$ cat src/rtl/xalu_pkg.sv
// Shared types for the sequential ALU: opcodes, FSM states, and the multi-cycle opcode test.
package xalu_pkg;

  localparam int unsigned OP_W = 4;

  typedef enum logic [OP_W-1:0] {
    OP_ADD   = 4'd0,
    OP_AND   = 4'd1,
    OP_OR    = 4'd2,
    OP_XOR   = 4'd3,
    OP_PASSA = 4'd4,
    OP_PASSB = 4'd5,
    OP_SHR   = 4'd6,
    OP_SHL   = 4'd7,
    OP_SHLN  = 4'd8,
    OP_SHRN  = 4'd9,
    OP_MUL   = 4'd10
  } op_e;

  typedef enum logic [1:0] {
    S_IDLE = 2'd0,
    S_EXEC = 2'd1,
    S_DONE = 2'd2
  } state_e;

  // True for opcodes that iterate in the EXEC state.
  function automatic logic is_multi(input logic [OP_W-1:0] op);
    return (op == OP_SHLN) || (op == OP_SHRN) || (op == OP_MUL);
  endfunction

endpackage

$ cat src/rtl/xalu_seq_if.sv
// Operand/result handshake bundle for xalu_seq.
// master: producer of operands and consumer of results (sequencer side).
// slave : the ALU itself.
interface xalu_seq_if #(parameter int unsigned WIDTH = 8);

  logic             in_valid;
  logic             in_ready;
  logic [3:0]       op;
  logic             com;
  logic [WIDTH-1:0] a;
  logic [WIDTH-1:0] b;
  logic             ci_left;
  logic             ci_right;
  logic             out_valid;
  logic             out_ready;
  logic [WIDTH-1:0] y;
  logic             co_left;
  logic             co_right;
  logic             equ;
  logic             zero;
  logic             neg_zero;
  logic             busy;

  modport master (
    output in_valid, op, com, a, b, ci_left, ci_right, out_ready,
    input  in_ready, out_valid, y, co_left, co_right, equ, zero, neg_zero, busy
  );

  modport slave (
    input  in_valid, op, com, a, b, ci_left, ci_right, out_ready,
    output in_ready, out_valid, y, co_left, co_right, equ, zero, neg_zero, busy
  );

endinterface

$ cat src/rtl/xalu_comb.sv
// Combinational single-cycle function unit (opcodes 0-7; everything else yields 0).
// Ports: op, a, b, ci_left, ci_right in; raw result r and carries co_left/co_right out.
module xalu_comb
  import xalu_pkg::*;
#(
  parameter int unsigned WIDTH = 8
) (
  input  logic [OP_W-1:0]  op,
  input  logic [WIDTH-1:0] a,
  input  logic [WIDTH-1:0] b,
  input  logic             ci_left,
  input  logic             ci_right,
  output logic [WIDTH-1:0] r,
  output logic             co_left,
  output logic             co_right
);

  logic [WIDTH:0] sum;

  always_comb begin
    r        = '0;
    co_left  = 1'b0;
    co_right = 1'b0;
    sum      = {1'b0, a} + {1'b0, b} + (WIDTH+1)'(ci_right);
    case (op_e'(op))
      OP_ADD:   begin r = sum[WIDTH-1:0]; co_left = sum[WIDTH]; end
      OP_AND:   r = a & b;
      OP_OR:    r = a | b;
      OP_XOR:   r = a ^ b;
      OP_PASSA: r = a;
      OP_PASSB: r = b;
      OP_SHR:   begin r = {ci_left, a[WIDTH-1:1]}; co_right = a[0]; end
      OP_SHL:   begin r = {a[WIDTH-2:0], ci_right}; co_left = a[WIDTH-1]; end
      default:  ;
    endcase
  end

endmodule

$ cat src/rtl/xalu_seq.sv
// Registered WIDTH-bit ALU with valid/ready handshakes and multi-cycle
// shift-by-N and shift-add multiply.
// Ports: clk, rst (sync, active-high); io (xalu_seq_if.slave) carries the
// operand handshake, the result handshake, the result/carry/flag outputs and busy.
module xalu_seq
  import xalu_pkg::*;
#(
  parameter int unsigned WIDTH = 8,
  parameter int unsigned SW    = $clog2(WIDTH)
) (
  input  logic       clk,
  input  logic       rst,
  xalu_seq_if.slave  io
);

  localparam int unsigned CW = $clog2(WIDTH + 1);

  state_e           state_q, state_d;
  logic [CW-1:0]    cnt_q, cnt_d;
  op_e              op_q, op_d;
  logic             com_q, com_d;
  logic             fill_q, fill_d;
  logic             equ_cap_q, equ_cap_d;
  logic [WIDTH-1:0] a_q, a_d;
  logic [WIDTH-1:0] hi_q, hi_d;
  logic [WIDTH-1:0] lo_q, lo_d;
  logic [WIDTH-1:0] y_q, y_d;
  logic             co_left_q, co_left_d;
  logic             co_right_q, co_right_d;
  logic             equ_q, equ_d;
  logic             zero_q, zero_d;
  logic             neg_zero_q, neg_zero_d;
  logic             out_valid_q, out_valid_d;
  logic             busy_q, busy_d;

  logic [WIDTH-1:0] comb_r;
  logic             comb_cl, comb_cr;
  logic             accept;
  logic [CW-1:0]    shift_n;

  logic [WIDTH:0]   mul_sum;
  logic [WIDTH-1:0] step_hi, step_lo;
  logic             step_c;
  logic             write_res;
  logic [WIDTH-1:0] res_r, y_fin;
  logic             res_cl, res_cr, res_com, res_equ;

  xalu_comb #(.WIDTH(WIDTH)) u_comb (
    .op       (io.op),
    .a        (io.a),
    .b        (io.b),
    .ci_left  (io.ci_left),
    .ci_right (io.ci_right),
    .r        (comb_r),
    .co_left  (comb_cl),
    .co_right (comb_cr)
  );

  assign io.in_ready = !rst && ((state_q == S_IDLE) || ((state_q == S_DONE) && io.out_ready));
  assign accept      = io.in_valid && io.in_ready;
  assign shift_n     = CW'(io.b[SW-1:0]);

  // Next-state, datapath iteration and result capture.
  always_comb begin
    state_d    = state_q;
    cnt_d      = cnt_q;
    op_d       = op_q;
    com_d      = com_q;
    fill_d     = fill_q;
    equ_cap_d  = equ_cap_q;
    a_d        = a_q;
    hi_d       = hi_q;
    lo_d       = lo_q;
    y_d        = y_q;
    co_left_d  = co_left_q;
    co_right_d = co_right_q;
    equ_d      = equ_q;
    zero_d     = zero_q;
    neg_zero_d = neg_zero_q;
    write_res  = 1'b0;
    res_r      = '0;
    res_cl     = 1'b0;
    res_cr     = 1'b0;
    res_com    = 1'b0;
    res_equ    = 1'b0;

    // One iteration step: lo_q is the shift register / multiplier, hi_q the partial product.
    mul_sum = {1'b0, hi_q} + (lo_q[0] ? {1'b0, a_q} : '0);
    step_hi = hi_q;
    step_lo = lo_q;
    step_c  = 1'b0;
    case (op_q)
      OP_SHLN: begin step_lo = {lo_q[WIDTH-2:0], fill_q}; step_c = lo_q[WIDTH-1]; end
      OP_SHRN: begin step_lo = {fill_q, lo_q[WIDTH-1:1]}; step_c = lo_q[0]; end
      OP_MUL:  begin step_hi = mul_sum[WIDTH:1]; step_lo = {mul_sum[0], lo_q[WIDTH-1:1]}; end
      default: ;
    endcase

    case (state_q)
      S_EXEC: begin
        hi_d  = step_hi;
        lo_d  = step_lo;
        cnt_d = cnt_q - CW'(1);
        if (cnt_q == CW'(1)) begin
          write_res = 1'b1;
          res_r     = step_lo;
          res_cl    = (op_q == OP_SHLN) ? step_c : ((op_q == OP_MUL) ? |step_hi : 1'b0);
          res_cr    = (op_q == OP_SHRN) && step_c;
          res_com   = com_q;
          res_equ   = equ_cap_q;
          state_d   = S_DONE;
        end
      end
      S_IDLE, S_DONE: begin
        if ((state_q == S_DONE) && io.out_ready) state_d = S_IDLE;
        if (accept) begin
          op_d      = op_e'(io.op);
          com_d     = io.com;
          equ_cap_d = (io.a == io.b);
          a_d       = io.a;
          // Zero-length shifts complete immediately with a pass-through result.
          if (is_multi(io.op) && !((io.op != OP_MUL) && (shift_n == '0))) begin
            state_d = S_EXEC;
            hi_d    = '0;
            lo_d    = (io.op == OP_MUL) ? io.b : io.a;
            fill_d  = (io.op == OP_SHLN) ? io.ci_right : io.ci_left;
            cnt_d   = (io.op == OP_MUL) ? CW'(WIDTH) : shift_n;
          end else begin
            write_res = 1'b1;
            res_r     = is_multi(io.op) ? io.a : comb_r;
            res_cl    = !is_multi(io.op) && comb_cl;
            res_cr    = !is_multi(io.op) && comb_cr;
            res_com   = io.com;
            res_equ   = (io.a == io.b);
            state_d   = S_DONE;
          end
        end
      end
      default: state_d = S_IDLE;
    endcase

    // Complement stage and flags on the final value.
    y_fin = res_com ? ~res_r : res_r;
    if (write_res) begin
      y_d        = y_fin;
      co_left_d  = res_cl;
      co_right_d = res_cr;
      equ_d      = res_equ;
      zero_d     = (y_fin == '0);
      neg_zero_d = &y_fin;
    end

    busy_d      = (state_d == S_EXEC);
    out_valid_d = (state_d == S_DONE);
  end

  // State and output registers.
  always_ff @(posedge clk) begin
    if (rst) begin
      state_q     <= S_IDLE;
      cnt_q       <= '0;
      op_q        <= OP_ADD;
      com_q       <= 1'b0;
      fill_q      <= 1'b0;
      equ_cap_q   <= 1'b0;
      a_q         <= '0;
      hi_q        <= '0;
      lo_q        <= '0;
      y_q         <= '0;
      co_left_q   <= 1'b0;
      co_right_q  <= 1'b0;
      equ_q       <= 1'b0;
      zero_q      <= 1'b0;
      neg_zero_q  <= 1'b0;
      out_valid_q <= 1'b0;
      busy_q      <= 1'b0;
    end else begin
      state_q     <= state_d;
      cnt_q       <= cnt_d;
      op_q        <= op_d;
      com_q       <= com_d;
      fill_q      <= fill_d;
      equ_cap_q   <= equ_cap_d;
      a_q         <= a_d;
      hi_q        <= hi_d;
      lo_q        <= lo_d;
      y_q         <= y_d;
      co_left_q   <= co_left_d;
      co_right_q  <= co_right_d;
      equ_q       <= equ_d;
      zero_q      <= zero_d;
      neg_zero_q  <= neg_zero_d;
      out_valid_q <= out_valid_d;
      busy_q      <= busy_d;
    end
  end

  assign io.out_valid = out_valid_q;
  assign io.y         = y_q;
  assign io.co_left   = co_left_q;
  assign io.co_right  = co_right_q;
  assign io.equ       = equ_q;
  assign io.zero      = zero_q;
  assign io.neg_zero  = neg_zero_q;
  assign io.busy      = busy_q;

endmodule

$ cat src/flat_wrapper.sv
// flat-port wrapper written by rule: the top's interface ports become plain ports
module xalu_seq_flat import xalu_pkg::*;
#(
  parameter int unsigned WIDTH = 8,
  parameter int unsigned SW    = $clog2(WIDTH)
)
  (clk, rst, io_in_valid, io_op, io_com, io_a, io_b, io_ci_left, io_ci_right, io_out_ready, io_in_ready, io_out_valid, io_y, io_co_left, io_co_right, io_equ, io_zero, io_neg_zero, io_busy);
  xalu_seq_if #(.WIDTH(WIDTH)) io_i ();
  input  logic clk;
  input  logic rst;
  input wire logic [$bits(io_i.in_valid)-1:0] io_in_valid;
  input wire logic [$bits(io_i.op)-1:0] io_op;
  input wire logic [$bits(io_i.com)-1:0] io_com;
  input wire logic [$bits(io_i.a)-1:0] io_a;
  input wire logic [$bits(io_i.b)-1:0] io_b;
  input wire logic [$bits(io_i.ci_left)-1:0] io_ci_left;
  input wire logic [$bits(io_i.ci_right)-1:0] io_ci_right;
  input wire logic [$bits(io_i.out_ready)-1:0] io_out_ready;
  output wire logic [$bits(io_i.in_ready)-1:0] io_in_ready;
  output wire logic [$bits(io_i.out_valid)-1:0] io_out_valid;
  output wire logic [$bits(io_i.y)-1:0] io_y;
  output wire logic [$bits(io_i.co_left)-1:0] io_co_left;
  output wire logic [$bits(io_i.co_right)-1:0] io_co_right;
  output wire logic [$bits(io_i.equ)-1:0] io_equ;
  output wire logic [$bits(io_i.zero)-1:0] io_zero;
  output wire logic [$bits(io_i.neg_zero)-1:0] io_neg_zero;
  output wire logic [$bits(io_i.busy)-1:0] io_busy;
  assign io_i.in_valid = io_in_valid;
  assign io_i.op = io_op;
  assign io_i.com = io_com;
  assign io_i.a = io_a;
  assign io_i.b = io_b;
  assign io_i.ci_left = io_ci_left;
  assign io_i.ci_right = io_ci_right;
  assign io_i.out_ready = io_out_ready;
  assign io_in_ready = io_i.in_ready;
  assign io_out_valid = io_i.out_valid;
  assign io_y = io_i.y;
  assign io_co_left = io_i.co_left;
  assign io_co_right = io_i.co_right;
  assign io_equ = io_i.equ;
  assign io_zero = io_i.zero;
  assign io_neg_zero = io_i.neg_zero;
  assign io_busy = io_i.busy;
  xalu_seq #(.WIDTH(WIDTH), .SW(SW)) u_core (.clk(clk), .rst(rst), .io(io_i));
endmodule
$ cat config.mk
export PLATFORM = sky130hd
export DESIGN_NAME = xalu_seq_flat
export DESIGN_NICKNAME = d
export VERILOG_FILES = /design/src/rtl/xalu_pkg.sv /design/src/rtl/xalu_seq_if.sv /design/src/rtl/xalu_comb.sv /design/src/rtl/xalu_seq.sv /design/src/flat_wrapper.sv
export SDC_FILE = /design/constraint.sdc
export NUM_CORES = 1
export LEC_CHECK = 0
export CAP_MARGIN = 20
export CORE_ASPECT_RATIO = 1.2
export CORE_MARGIN = 2
export CORE_UTILIZATION = 63
export CTS_CLUSTER_SIZE = 16
export DETAILED_ROUTE_END_ITERATION = 10
export HOLD_SLACK_MARGIN = 0.1
export PLACE_DENSITY = 0.85
export SYNTH_ARGS = -nofsm -noshare
export SYNTH_HDL_FRONTEND = slang
export SYNTH_SLANG_ARGS = --single-unit
$ cat constraint.sdc
create_clock -name clk -period 5.4 [get_ports clk]
set_input_delay 1.08 -clock clk [delete_from_list [all_inputs] [get_ports clk]]
set_output_delay 1.08 -clock clk [all_outputs]
set_load 0.1 [all_outputs]
==> summary.md <==
| Metric | Value |
|---|---|
| Status | `complete, no violations` |
| Drt drc | `0` |
| Sinks on Clock Net | `52` |
| Finish-stage setup viols | `0` |
| Sort of element at the end of the critical path | `flop` |
| Power share of the combinational group | `31.9%` |
| DR vias/cell | `6.57` |
| Overflow left after global routing | `0` |
| Hold Crit Class | `reg2reg` |
| Number of library cell types mapped by synthesis | `69` |
| Post-route minimum period | `4040 ps` |
| Starting Density | `64.3%` |
| Number of pins exceeding their max-slew limit in the final report | `0` |
| Total standard cell area after synthesis | `4360 um^2` |
| Number of iterations in the first detailed-routing pass | `7` |
| Number of antenna repair diodes | `0` |
| Detail Placement HPWL | `9.58 mm` |
| Portion of the post-synthesis area used by sequential elements | `23.9%` |
| Clk buf depth | `2` |
| Violation count after the first detailed-route iteration | `411` |
| Layout Area Growth over Synthesis | `11.2%` |
| Via count of the first global-routing pass | `4038` |
| Buffers on Ports | `42` |
| Count of flip-flops with a built-in enable after synthesis | `0` |
| H-tree depth | `2` |
| Placer Congestion | `0.958` |
| Main flop type after synthesis | `sky130_fd_sc_hd__dfxtp_1` |
| Library cell used as clock root buffer | `sky130_fd_sc_hd__clkbuf_8` |
| Number of antenna violations at the first check in global routing | `0` |
| Number of warning messages in the yosys log | `0` |
| Gates resized, CTS repair | `0` |
| P_leak | `1.92 nW` |
| Count of max-cap constraint violations | `0` |
| Unrepaired setup endpoints after global routing | `no` |
| Aggregate global-route resource usage | `33.7%` |
| Maximum VDD drop | `0.136 mV` |
| Clock skew | `10.1 ps` |
| Crit path kind | `in2reg` |
| Ratio of final minimum period to clock period | `74.8%` |
| Top-count cell post-synth | `sky130_fd_sc_hd__nor2_1` |
| Pin slew with the least headroom to its limit | `1000 ps` |
| Total power divided by cell area | `202 nW/um^2` |
| FMAX | `0.248 GHz` |
| Number of nets in the final layout | `646` |
| Required arrival time at the worst endpoint | `5670 ps` |
| Hold-fix buffers at CTS | `0` |
| Clock latency reported for the late side of the worst-skew pair | `320 ps` |
| Synth Instances | `571` |
| Relative contribution of the clock network to total power | `25.4%` |
| Slew margin rel. | `32.8%` |
| Hold Vio Cnt, Final | `0` |
| Largest fanout on the critical path | `7` |
| Placeable Area | `6770 um^2` |
| Top cell type by total area after synthesis | `sky130_fd_sc_hd__dfxtp_1` |
| Cell internal pwr | `0.607 mW` |
| Total CTS buffers | `5` |
| Switching power as a share of total power | `38.0%` |
| Clock tree from TritonCTS | `yes` |
| Largest cells by area after synthesis | `sky130_fd_sc_hd__dfxtp_1, sky130_fd_sc_hd__ha_1, sky130_fd_sc_hd__a21oi_1` |
| Die area | `7600 um^2` |
| Total number of vias | `4452` |
| Share of async-settable or async-resettable flops after synthesis | `0%` |
| Fin Setup TNS | `0 ps` |
| Sum of internal, switching and leakage power | `0.979 mW` |
| Count of antenna-violating nets left after detailed routing | `0` |
| Chip Width | `79.9 um` |
| Die extent in y | `95.1 um` |
| Net switching power of the design | `0.372 mW` |
| Register bit total from synthesis | `52` |
| Fraction of layout cells with a size suffix above 1 | `5.41%` |
| Proportion of netlist area held by the largest area contributor | `23.9%` |
| Clock Pin Slew Worst Setup and Hold Paths | `110 ps` |
| Leading cell types by count after synthesis | `sky130_fd_sc_hd__nor2_1, sky130_fd_sc_hd__dfxtp_1, sky130_fd_sc_hd__nand2_1` |
| Post-detailed-routing wire length | `12.8 mm` |
| Number of core rows | `33` |
| Combined area of the multi-input logic cells | `3050 um^2` |
| Per-instance average area after synthesis | `7.63 um^2` |
| Largest net degree at the start of global routing | `54` |
| Synthesized Nets | `627` |
| Global-route wire length before repair | `20.1 mm` |
| Register Area | `1040 um^2` |
| I/O pin total | `43` |
| Routed wire per std cell | `18.9 um` |
| Data arrival, critical path | `4310 ps` |
| Sequential cell fraction of total power | `42.7%` |
| Setup Buffers After CTS | `0` |
| Startpoint type of the worst setup path | `primary input` |
| Fill cell instance count of the final layout | `582` |
-- through the flow --
stage | instance area [um^2] | hold WS, ps | setup slack [ps] | instances | utilization [%]
detailed placement | 4750 | 449 | 1060 | 670 | 70.1
finish | 4840 | 462 | 1360 | 678 | 71.5
CTS | 4840 | 464 | 1400 | 678 | 71.5
global route | 4840 | 487 | 1210 | 678 | 71.5
floorplan | 4360 | 436 | 1850 | 571 | -
global placement | 4750 | 439 | 1160 | 670 | 70.1
-- registers in the layout, summed over array words and instances, names as in the netlist --
signal / count
u_core.a_q: 8
u_core.hi_q: 8
u_core.io.y: 8
u_core.lo_q: 8
u_core.cnt_q: 4
u_core.op_q: 4
u_core.state_q: 2
u_core.com_q: 1
u_core.equ_cap_q: 1
u_core.fill_q: 1
u_core.io.busy: 1
u_core.io.co_left: 1
u_core.io.co_right: 1
u_core.io.equ: 1
u_core.io.neg_zero: 1
u_core.io.out_valid: 1
u_core.io.zero: 1
-- worst paths after layout --
check               startpoint                 end  slack, ps  depth (start not counted)
max                    io_a[0]  u_core.io.neg_zero       1360                         12
min             u_core.io.y[4]      u_core.io.y[4]        460                          2
max reg2reg  u_core.state_q[0]      u_core.io.zero       2250                          6
min reg2reg     u_core.io.y[4]      u_core.io.y[4]        460                          2
-- final cells by class --
type                            instances  share of cell area (%)
Inverter                               25                    1.94
Tap cell                               87                    2.25
Clock inverter                          3                   0.568
Timing Repair Buffer                   47                    9.41
Sequential cell                        52                    21.5
Clock buffer                            5                    1.42
Multi-Input combinational cell        459                    62.9
-- power by group through the flow --
stage	logic [mW]	clock network, mW	registers [mW]
after floorplan	0.177	0	0.465
after global placement	0.300	0	0.424
after detailed placement	0.304	0	0.426
after CTS	0.305	0.246	0.417
after global routing	0.332	0.261	0.420
final	0.312	0.249	0.418
-- cells in the final DEF, fill, tap and decap left out, types with 7 or more instances in the layout --
master / instances
sky130_fd_sc_hd__nor2b_1: 7
sky130_fd_sc_hd__ha_1: 26
sky130_fd_sc_hd__a22oi_1: 10
sky130_fd_sc_hd__nand2_1: 51
sky130_fd_sc_hd__a21o_1: 7
sky130_fd_sc_hd__nand2b_1: 20
sky130_fd_sc_hd__clkdlybuf4s50_1: 41
sky130_fd_sc_hd__nand3_1: 14
sky130_fd_sc_hd__nor2_1: 57
sky130_fd_sc_hd__o22ai_1: 13
sky130_fd_sc_hd__a211oi_1: 10
sky130_fd_sc_hd__and2_1: 15
sky130_fd_sc_hd__nand3b_1: 13
sky130_fd_sc_hd__inv_1: 25
sky130_fd_sc_hd__mux2i_1: 24
sky130_fd_sc_hd__o21ai_0: 36
sky130_fd_sc_hd__nor3_1: 8
sky130_fd_sc_hd__dfxtp_1: 52
sky130_fd_sc_hd__a21oi_1: 48
-- cell families after synthesis --
kind of cell | share of synthesized area (%)
AOI/OAI and AO/OA | 25.5
muxes | 7.67
adders and majority gates | 8.85
DFF | 23.9
xor gates and xnor gates | 1.81
and+or+nand+nor | 26.2
buffers and inverters | 6.15
-- critical path: stages --
cell	delay [ps]
sky130_fd_sc_hd__clkdlybuf4s50_1	630
sky130_fd_sc_hd__fa_1	280
sky130_fd_sc_hd__inv_1	60
sky130_fd_sc_hd__fa_1	370
sky130_fd_sc_hd__nand2b_1	190
sky130_fd_sc_hd__a21oi_1	220
sky130_fd_sc_hd__mux2_2	370
sky130_fd_sc_hd__o211ai_1	90
sky130_fd_sc_hd__o2bb2ai_1	210
sky130_fd_sc_hd__mux2i_1	380
sky130_fd_sc_hd__and4bb_1	240
sky130_fd_sc_hd__a32o_1	160
-- routing by layer --
layer  GRT usage, %  share of wire, %  routed length, um  vias up
met3           3.03               6.9                884       46
met2           57.6                48               6080      211
met4           14.3               3.8                481        0
li1               -                 -                  -     2102
met5              0                 0                  0        -
met1           43.4                42               5350     2093
(Power assumes the default switching activity.)
